## src/rtl/bram_rd_streamer_pkg.sv

```systemverilog
// rtl/bram_rd_streamer_pkg.sv - shared FSM state type and parameter legality checks
package bram_rd_streamer_pkg;

   typedef enum logic [1:0] {
      IDLE  = 2'd0,
      ISSUE = 2'd1,
      DRAIN = 2'd2
   } state_t;

   function automatic bit rd_latency_ok(input int rd_latency);
      return (rd_latency == 1) || (rd_latency == 2);
   endfunction

   function automatic bit fifo_depth_ok(input int fifo_depth, input int rd_latency);
      return (fifo_depth >= rd_latency + 1) && ((fifo_depth & (fifo_depth - 1)) == 0);
   endfunction

endpackage

```

## src/rtl/bram_rd_streamer_sync_fifo.sv

```systemverilog
// rtl/bram_rd_streamer_sync_fifo.sv - register FIFO with occupancy count, head word shown combinationally
module sync_fifo #(
   parameter int WIDTH = 8,
   parameter int DEPTH = 4,
   localparam int CNT_W = $clog2(DEPTH + 1),
   localparam int PTR_W = $clog2(DEPTH)
) (
   input  logic             clk,
   input  logic             rstn,
   input  logic             wr_en,
   input  logic [WIDTH-1:0] wr_data,
   input  logic             rd_en,
   output logic [WIDTH-1:0] rd_data,
   output logic             empty,
   output logic [CNT_W-1:0] count
);

   logic [WIDTH-1:0] mem [DEPTH];
   logic [PTR_W-1:0] wr_ptr;
   logic [PTR_W-1:0] rd_ptr;
   logic             do_rd;

   assign empty   = (count == '0);
   assign do_rd   = rd_en && !empty;
   assign rd_data = mem[rd_ptr];

   // Storage is cleared on reset so the head word reads as zero while empty.
   always_ff @(posedge clk or negedge rstn) begin
      if (!rstn) begin
         for (int i = 0; i < DEPTH; i++) begin
            mem[i] <= '0;
         end
         wr_ptr <= '0;
         rd_ptr <= '0;
         count  <= '0;
      end else begin
         if (wr_en) begin
            mem[wr_ptr] <= wr_data;
            wr_ptr      <= wr_ptr + PTR_W'(1);
         end
         if (do_rd) begin
            rd_ptr <= rd_ptr + PTR_W'(1);
         end
         count <= count + CNT_W'(wr_en) - CNT_W'(do_rd);
      end
   end

endmodule

```

## src/rtl/bram_rd_streamer.sv

```systemverilog
// rtl/bram_rd_streamer.sv - streams a burst of BRAM words out through a credit-limited buffer
module bram_rd_streamer
   import bram_rd_streamer_pkg::*;
#(
   parameter int DATA_WIDTH = 64,
   parameter int ADDR_WIDTH = 9,
   parameter int RD_LATENCY = 2,
   parameter int FIFO_DEPTH = 4
) (
   input  logic                  clk,
   input  logic                  rstn,
   input  logic                  start,
   input  logic [ADDR_WIDTH-1:0] base_addr,
   input  logic [ADDR_WIDTH:0]   len,
   output logic                  busy,
   output logic                  done,
   output logic [ADDR_WIDTH-1:0] bram_addr,
   output logic                  bram_en,
   output logic                  bram_regce,
   output logic                  bram_rst,
   input  logic [DATA_WIDTH-1:0] bram_dout,
   output logic [DATA_WIDTH-1:0] m_data,
   output logic                  m_valid,
   input  logic                  m_ready,
   output logic                  m_last
);

   localparam int CNT_W = $clog2(FIFO_DEPTH + 1);

   if (!rd_latency_ok(RD_LATENCY)) begin : g_bad_latency
      $error("RD_LATENCY must be 1 or 2");
   end
   if (!fifo_depth_ok(FIFO_DEPTH, RD_LATENCY)) begin : g_bad_depth
      $error("FIFO_DEPTH must be a power of two and at least RD_LATENCY+1");
   end

   state_t                state;
   state_t                state_nxt;
   logic [ADDR_WIDTH-1:0] base_q;
   logic [ADDR_WIDTH:0]   len_q;
   logic [ADDR_WIDTH:0]   issued;
   logic [ADDR_WIDTH:0]   delivered;
   logic [RD_LATENCY-1:0] vld_sr;
   logic [CNT_W-1:0]      inflight;
   logic [CNT_W-1:0]      fifo_count;
   logic [CNT_W:0]        occupancy;
   logic                  fifo_empty;
   logic                  issue;
   logic                  push;
   logic                  pop;
   logic                  last_word;
   logic                  zero_done;

   assign push       = vld_sr[RD_LATENCY-1];
   assign m_valid    = !fifo_empty;
   assign pop        = m_valid && m_ready;
   assign last_word  = (delivered == len_q - (ADDR_WIDTH + 1)'(1));
   assign m_last     = m_valid && last_word;
   assign busy       = (state != IDLE);
   assign done       = zero_done || ((state == DRAIN) && pop && m_last);
   assign bram_en    = issue;
   assign bram_addr  = base_q + issued[ADDR_WIDTH-1:0];
   assign bram_regce = 1'b1;
   assign bram_rst   = 1'b0;

   always_ff @(posedge clk or negedge rstn) begin
      if (!rstn) begin
         state <= IDLE;
      end else begin
         state <= state_nxt;
      end
   end

   // A pop this cycle frees a slot, so it counts as credit for an issue in the same cycle.
   always_comb begin
      state_nxt = state;
      issue     = 1'b0;
      occupancy = {1'b0, inflight} + {1'b0, fifo_count} - (CNT_W + 1)'(pop);
      unique case (state)
         IDLE: begin
            if (start && (len != '0)) begin
               state_nxt = ISSUE;
            end
         end
         ISSUE: begin
            issue = (issued < len_q) && (occupancy < (CNT_W + 1)'(FIFO_DEPTH));
            if ((issued + (ADDR_WIDTH + 1)'(issue)) == len_q) begin
               state_nxt = DRAIN;
            end
         end
         DRAIN: begin
            if (pop && m_last) begin
               state_nxt = IDLE;
            end
         end
         default: state_nxt = IDLE;
      endcase
   end

   always_ff @(posedge clk or negedge rstn) begin
      if (!rstn) begin
         base_q    <= '0;
         len_q     <= '0;
         issued    <= '0;
         delivered <= '0;
         inflight  <= '0;
         zero_done <= 1'b0;
      end else begin
         zero_done <= (state == IDLE) && start && (len == '0);
         if ((state == IDLE) && start) begin
            base_q    <= base_addr;
            len_q     <= len;
            issued    <= '0;
            delivered <= '0;
         end else begin
            if (issue) begin
               issued <= issued + (ADDR_WIDTH + 1)'(1);
            end
            if (pop) begin
               delivered <= delivered + (ADDR_WIDTH + 1)'(1);
            end
         end
         inflight <= inflight + CNT_W'(issue) - CNT_W'(push);
      end
   end

   // Each tag reaches the last stage in the cycle its BRAM word is on bram_dout.
   if (RD_LATENCY == 1) begin : g_lat1
      always_ff @(posedge clk or negedge rstn) begin
         if (!rstn) begin
            vld_sr <= '0;
         end else begin
            vld_sr <= issue;
         end
      end
   end else begin : g_latn
      always_ff @(posedge clk or negedge rstn) begin
         if (!rstn) begin
            vld_sr <= '0;
         end else begin
            vld_sr <= {vld_sr[RD_LATENCY-2:0], issue};
         end
      end
   end

   sync_fifo #(
      .WIDTH (DATA_WIDTH),
      .DEPTH (FIFO_DEPTH)
   ) u_fifo (
      .clk     (clk),
      .rstn    (rstn),
      .wr_en   (push),
      .wr_data (bram_dout),
      .rd_en   (pop),
      .rd_data (m_data),
      .empty   (fifo_empty),
      .count   (fifo_count)
   );

endmodule

```

## config.mk

```make
export PLATFORM = sky130hd
export DESIGN_NAME = bram_rd_streamer
export DESIGN_NICKNAME = d
export VERILOG_FILES = /design/src/rtl/bram_rd_streamer_pkg.sv /design/src/rtl/bram_rd_streamer_sync_fifo.sv /design/src/rtl/bram_rd_streamer.sv
export SDC_FILE = /design/constraint.sdc
export NUM_CORES = 1
export LEC_CHECK = 0
export BUFFER_PORTS_ARGS = -buffer_cell sky130_fd_sc_hd__buf_2
export CAP_MARGIN = 25
export CELL_PAD_IN_SITES_DETAIL_PLACEMENT = 0
export CELL_PAD_IN_SITES_GLOBAL_PLACEMENT = 1
export CORE_UTILIZATION = 38
export CTS_BUF_LIST = sky130_fd_sc_hd__clkbuf_4 sky130_fd_sc_hd__clkbuf_8
export DETAILED_ROUTE_END_ITERATION = 10
export PLACE_DENSITY_LB_ADDON = 0.1
export SYNTH_ARGS = -nofsm -noshare
export SYNTH_HDL_FRONTEND = slang
export SYNTH_SLANG_ARGS = --single-unit
```

## constraint.sdc

```tcl
create_clock -name clk -period 4.8 [get_ports clk]
set_input_delay 0.96 -clock clk [delete_from_list [all_inputs] [get_ports clk]]
set_output_delay 0.96 -clock clk [all_outputs]
set_load 0.01 [all_outputs]
```

# [After elaboration in Yosys (flattened, before gate mapping)]
# Cells that the tools add are included.
[classes] add_sub_neg=13 multipliers=0 n_div=0 order_cmp=5 n_eq_ne=7 shift=0 muxes=15 bitwise=2 reduce_logical=21
[op_table] operator="$bwmux 256" n=1
[op_table] operator="$mux 64" n=3
[op_table] operator="$bmux 64 s2" n=1
[op_table] operator="$demux 64 s2" n=1
[op_table] operator="$mux 10" n=4
[op_table] operator="$add 10x1->10 const B" n=2
[op_table] operator="$eq 10x10->1" n=2
[op_table] operator="$logic_and 1x1->1" n=11
[op_table] operator="$add 10x1->10" n=1
[op_table] operator="$logic_not 10->1" n=1
[op_table] operator="$lt 10x10->1" n=1
[op_table] operator="$reduce_bool 10->1" n=1
[op_table] operator="$sub 10x1->10 const B" n=1
[op_table] operator="$add 9x9->9" n=1
[op_table] operator="$add 3x1->3" n=2
[op_table] operator="$ge 3x3->1 const B" n=2
[op_table] operator="$mux 2" n=3
[op_table] operator="$not 2->3" n=2
[op_table] operator="$pmux 2 s3" n=1
[op_table] operator="$reduce_bool 2->1" n=3
[op_table] operator="$sub 3x1->3" n=2
[op_table] operator="$add 2x1->2 const B" n=2
[op_table] operator="$add 3x3->4" n=1
[op_table] operator="$lt 4x3->1 const B" n=1
[op_table] operator="other kinds (12)" n=13
[word_totals] reg_bits=310 latchBits=0 ram_bits=0 romBits=0 inputBits=87 wordCells=78 memories=0

# [Longest topological paths before layout]
[depth] word_depth=10 depth_mapped=19 mapped_depth_nobuf=18

# [Hierarchy]
# Synthesis repeated with hierarchy kept, for this count alone.
[unflattened] cells_unflattened=1042 area_unflattened_um2=14929.3
[modules_own_cells] mod="sync_fifo" n_inst=1 cells_per_inst=650 area_per_inst_um2=11508.5 seq_area_each_um2=6581.3
[modules_own_cells] mod="bram_rd_streamer" n_inst=1 cells_per_inst=392 area_per_inst_um2=3420.8 seq_area_each_um2=1176.1

# [Worst setup path before layout]
# OpenSTA, ideal clock, no wires.
[synth_path] path_type="in2reg" startpoint="input port m_ready" endpoint="register state[0]" setup_ns=0.120 arrival_time_ns=4.344 setup_slack_ns=0.336 cell_stages=18 path_buffers=1 path_cell_list="and2_1 > clkbuf_1 > ha_1 > inv_1 > ha_1 > and3_4 > or4_1 > a221o_1 > a21oi_1 > ha_1 > ha_1 > nand3_1 > nor2_1 > xnor2_1 > nor4_1 > o211ai_1 > a21oi_1 > nor2_1"
[synth_via] elab_chain_len=8
[synth_rtl] element="from (decl)" line="bram_rd_streamer.sv:24" source="input logic m_ready,"
[synth_rtl] element="$logic_and 1x1->1 (*)" line="bram_rd_streamer.sv:56" source="assign pop = m_valid && m_ready;"
[synth_rtl] element="$sub 4x1->4" line="bram_rd_streamer.sv:78" source="occupancy = {1'b0, inflight} + {1'b0, fifo_count} - (CNT_W + 1)'(pop);"
[synth_rtl] element="$lt 4x3->1" line="bram_rd_streamer.sv:86" source="issue = (issued < len_q) && (occupancy < (CNT_W + 1)'(FIFO_DEPTH));"
[synth_rtl] element="$logic_and 1x1->1" line="bram_rd_streamer.sv:86"
[synth_rtl] element="$add 10x1->10" line="bram_rd_streamer.sv:87" source="if ((issued + (ADDR_WIDTH + 1)'(issue)) == len_q) begin"
[synth_rtl] element="$eq 10x10->1" line="bram_rd_streamer.sv:87"
[synth_rtl] element="$ne 2x2->1 (no source line)"
[synth_rtl] element="$reduce_and 3->1 (no source line) (*)"
[synth_rtl] element="to (signal assigned)" line="bram_rd_streamer.sv:70" source="state <= state_nxt;"
[synth_rtl] element="to (decl)" line="bram_rd_streamer.sv:37" source="state_t state;"
# Every way passes the cells marked *; elsewhere a longest branch is shown, timed or not.
# A chain may end at the register's enable or synchronous reset.

# [Worst setup path after layout]
[layout_path] startpoint="register u_fifo.count[1]" endpoint="output port bram_en"
[layout_via] elab_chain_len=7
[layout_rtl] element="from (decl)" line="bram_rd_streamer_sync_fifo.sv:15" source="output logic [CNT_W-1:0] count"
[layout_rtl] element="from (signal assigned)" line="bram_rd_streamer_sync_fifo.sv:44" source="count <= count + CNT_W'(wr_en) - CNT_W'(do_rd);"
[layout_rtl] element="parallel branches: the longest is 3 deep, another holds $add 3x3->4"
[layout_rtl] element="$sub 4x1->4 (*)" line="bram_rd_streamer.sv:78"
[layout_rtl] element="$lt 4x3->1 (*)" line="bram_rd_streamer.sv:86"
[layout_rtl] element="$logic_and 1x1->1 (*)" line="bram_rd_streamer.sv:86"
[layout_rtl] element="$mux 1 (*)" line="bram_rd_streamer.sv:79" source="unique case (state)"
[layout_rtl] element="to (decl)" line="bram_rd_streamer.sv:18" source="output logic bram_en,"
# Every way passes the cells marked *.

==> impl_metrics.yaml <==
route:
  drtAntennaViolNets: 0
  first_pass_iters: 4
  avgViaCountPerCell: 5.00
  drt_first_iter_violations: 392
  wl_per_cell_microns: 18.4
  vias: 8865
  post-route-drc-count: 0
  drt-total-wl_microns: 32600
sta:
  period_needed_ps: 4560
  finalSetupTns_ps: 0
  max_slew.worst_pin.slew_ps: 1010
  maxSlewHeadroom_pct: 32.5
  slew_viol_final: 0
  fin_skew_ps: 17.4
  fmax_mhz: 219
  rsz0062_at_grt: "no"
  finalSetupViolCount: 0
  min_period_over_period_pct: 95.1
  finalHoldViolCount: 0
critical_path:
  endpoint_kind: "output pin"
  cp_max_fo: 4
  startpoint: "u_fifo.count[1]"
  cp-start-kind: "flop"
  cp.arrival_ps: 3600
  max_stage_delay_ps: 460
  path_class: "flop to output pin"
  reg2reg_setup_slack_ps: 420
  reg2reg_depth: 18
  crit_slowest_cell: "or4_1"
  reg2reg_to: "state[0]"
  setup.worst_path.end: "bram_en"
  reg2reg_from: "u_fifo.count[1]"
  crit_chain: "or3_1 -> and2_1 -> ha_1 -> inv_1 -> ha_1 -> and3_4 -> or4_1 -> a221o_1 -> a211o_1 -> inv_4 -> buf_2"
  cpMostUsedCell: "ha_1"
  cp.required_ps: 3840
logic_synthesis:
  synth_top_area_cell: "dfrtp_1"
  synthFlopType: "dfrtp_1"
  yosysWarnings: 0
  synthTopCellsByArea: "dfrtp_1 53%, mux2_2 20%, mux4_2 9.9%, ha_1 2.9%, xnor2_1 1.9%"
  netlist_area_sq_mm: 0.0145
  synthesis.nets: 1156
  ys_async_sr_fraction_pct: 100
  synth-seq-cells: 310
  synth_top_area_share_pct: 53.4
  synthCells: 1032
  synth_edf_count: 0
  avgSynthCellArea_sq_um: 14.1
  yosysSeqAreaShare_pct: 53.4
  ys_types: 50
power_and_ir_drop:
  p_sw_w: 0.00221
  sw_frac_of_total_pct: 29.5
  clkPwrFrac_pct: 34.9
  ir_worst_vdd_mv: 0.280
  seq_power_share_pct: 41.0
  pwr-share-comb_pct: 24.1
  p_leak_nw: 7.66
  p_int_w: 0.00528
  power.total_w: 0.00749
  cellPowerDensity_mw_per_mm2: 434
finish:
  finalInstanceArea_sq_mm: 0.0172
  final_cell_mix: "307 x dfrtp_1, 256 x mux2_2, 163 x buf_2"
  syn_to_final_growth_pct: 18.6
  nFillCells: 3507
  nets: 1339
  final_common_cell: "dfrtp_1"
  drive_gt1_share_pct: 49.1
  fin_cells: 1772
placement:
  dp_cells: 1668
  port_buffers: 164
  dpl.hpwl_microns: 20200
  routabilityCongestion: 0.748
  placed_area_sq_mm: 0.0160
floorplanning:
  die_h_microns: 198
  io-pin-count: 167
  initial_core_util_pct: 38.6
  rows: 71
  die_area_sq_mm: 0.0390
  dieWidth_microns: 198
  coreArea_sq_mm: 0.0377
hold_path:
  hp-class: "primary input to async pin"
clock_tree:
  clkSlewWorstSetupHoldPaths_ps: 60
  tritoncts: "built"
  ctsHtreeMaxLevel: 2
  root_buffer: "clkbuf_8"
  clock_sink_count: 310
  clk_path_buf_depth: 3
  cts_buffers: 54
  clk_latency_ps: 620
job:
  drv_cap: 0
global_routing:
  grt_overflow: 0
  antenna_found_initial: 2
  grt_pass1_wl_microns: 52000
  grt_pass1_vias: 9312
  grtUsageTotal_pct: 17.2
  grt_max_degree: 90
run_status:
  status: "completed"
[power by group through the flow]
stage          Sequential (W)  Clock, W  Combinational (W)
2_1_floorplan         0.00289         0            0.00134
3_3_place_gp          0.00312         0            0.00185
3_5_place_dp          0.00313         0            0.00185
4_1_cts               0.00308   0.00273            0.00186
5_1_grt               0.00311   0.00284            0.00198
6_report              0.00307   0.00262            0.00180
[cell usage after synthesis (all sizes together), types with 17 or more instances]
master and number:
clkbuf 43, o21ai 23, a21oi 17, xnor2 32
mux2 256, mux4 64, inv 42, xor2 18
ha 34, nor2 24, dfrtp 310, nand2 60
[flip-flops by register name, indices dropped and copies added (netlist names)]
name / count
inflight: 3
state: 2
u_fifo.count: 3
u_fifo.wr_ptr: 2
u_fifo.mem: 256
issued: 10
len_q: 10
delivered: 10
base_q: 9
vld_sr: 2
u_fifo.rd_ptr: 2
zero_done: 1
[critical path: cells and delay by family (launching register included)]
kind            cells  cell delay, ps
compound gates      2             630
fa+ha+maj           2             440
buf+inv             3             280
simple gates        4            1190
flops               1             430
[stage by stage]
step | hold slack [ps] | worst slack [ps] | utilization, %
5_1_grt | 339 | 39.5 | 45.8
3_5_place_dp | 335 | 134 | 42.5
2_1_floorplan | 331 | 336 | -
4_1_cts | 304 | 21.9 | 45.7
6_report | 312 | 236 | 45.8
3_3_place_gp | 334 | 146 | 42.4
[cell type report]
class	count	area [sq um]	area share, %
clock buffer	94	1160	6.74
antenna	1	2.50	0.0145
tap	511	639	3.71
inverter	42	160	0.929
clock inverter	7	43.8	0.254
multi-input combinational	624	6420	37.3
timing repair buffer	183	1040	6.03
sequential	310	7770	45.1
[how the worst min path moves through the flow]
stage / cells after the start / start / slack, ps / endpoint
2_1_floorplan: 0 / vld_sr[0] / 330 / vld_sr[1]
3_3_place_gp: 0 / vld_sr[0] / 330 / vld_sr[1]
3_5_place_dp: 0 / vld_sr[0] / 330 / vld_sr[1]
4_1_cts: 1 / rstn / 300 / u_fifo.mem[107]
5_1_grt: 1 / rstn / 340 / u_fifo.mem[107]
6_report: 1 / rstn / 310 / u_fifo.mem[107]
[cell families (layout without fill, tap and decap cells)]
kind of cell / Yosys count / in the layout / synth area share (%)
multiplexers: 322 / 322 / 29.9
flip-flops: 310 / 310 / 53.4
AND/OR/NAND/NOR: 140 / 140 / 4.54
buffers and inverters: 98 / 326 / 2.59
AO/OA/AOI/OAI: 73 / 73 / 3.16
XOR/XNOR: 50 / 50 / 3.01
adder cells (fa/ha/maj): 37 / 37 / 3.34
other: 2 / 3 / 0.0517
[routing by layer]
layer	track usage (%)	share of wire (%)	vias up
met5	0	0.055	-
met4	5.91	2.1	4
met3	3.88	4.4	59
met2	28.0	47	143
met1	22.7	46	4547
li1	-	-	4112
[repair_timing]
| action | in CTS | in global routing |
|---|---|---|
| gates resized for setup | 0 | 2 |
| setup buffers | 0 | 2 |
| setup endpoints to repair | 0 | 1 |
| endpoints found under the hold margin | 0 | 0 |
| hold buffers | 0 | 0 |
(Power assumes the default switching activity.)
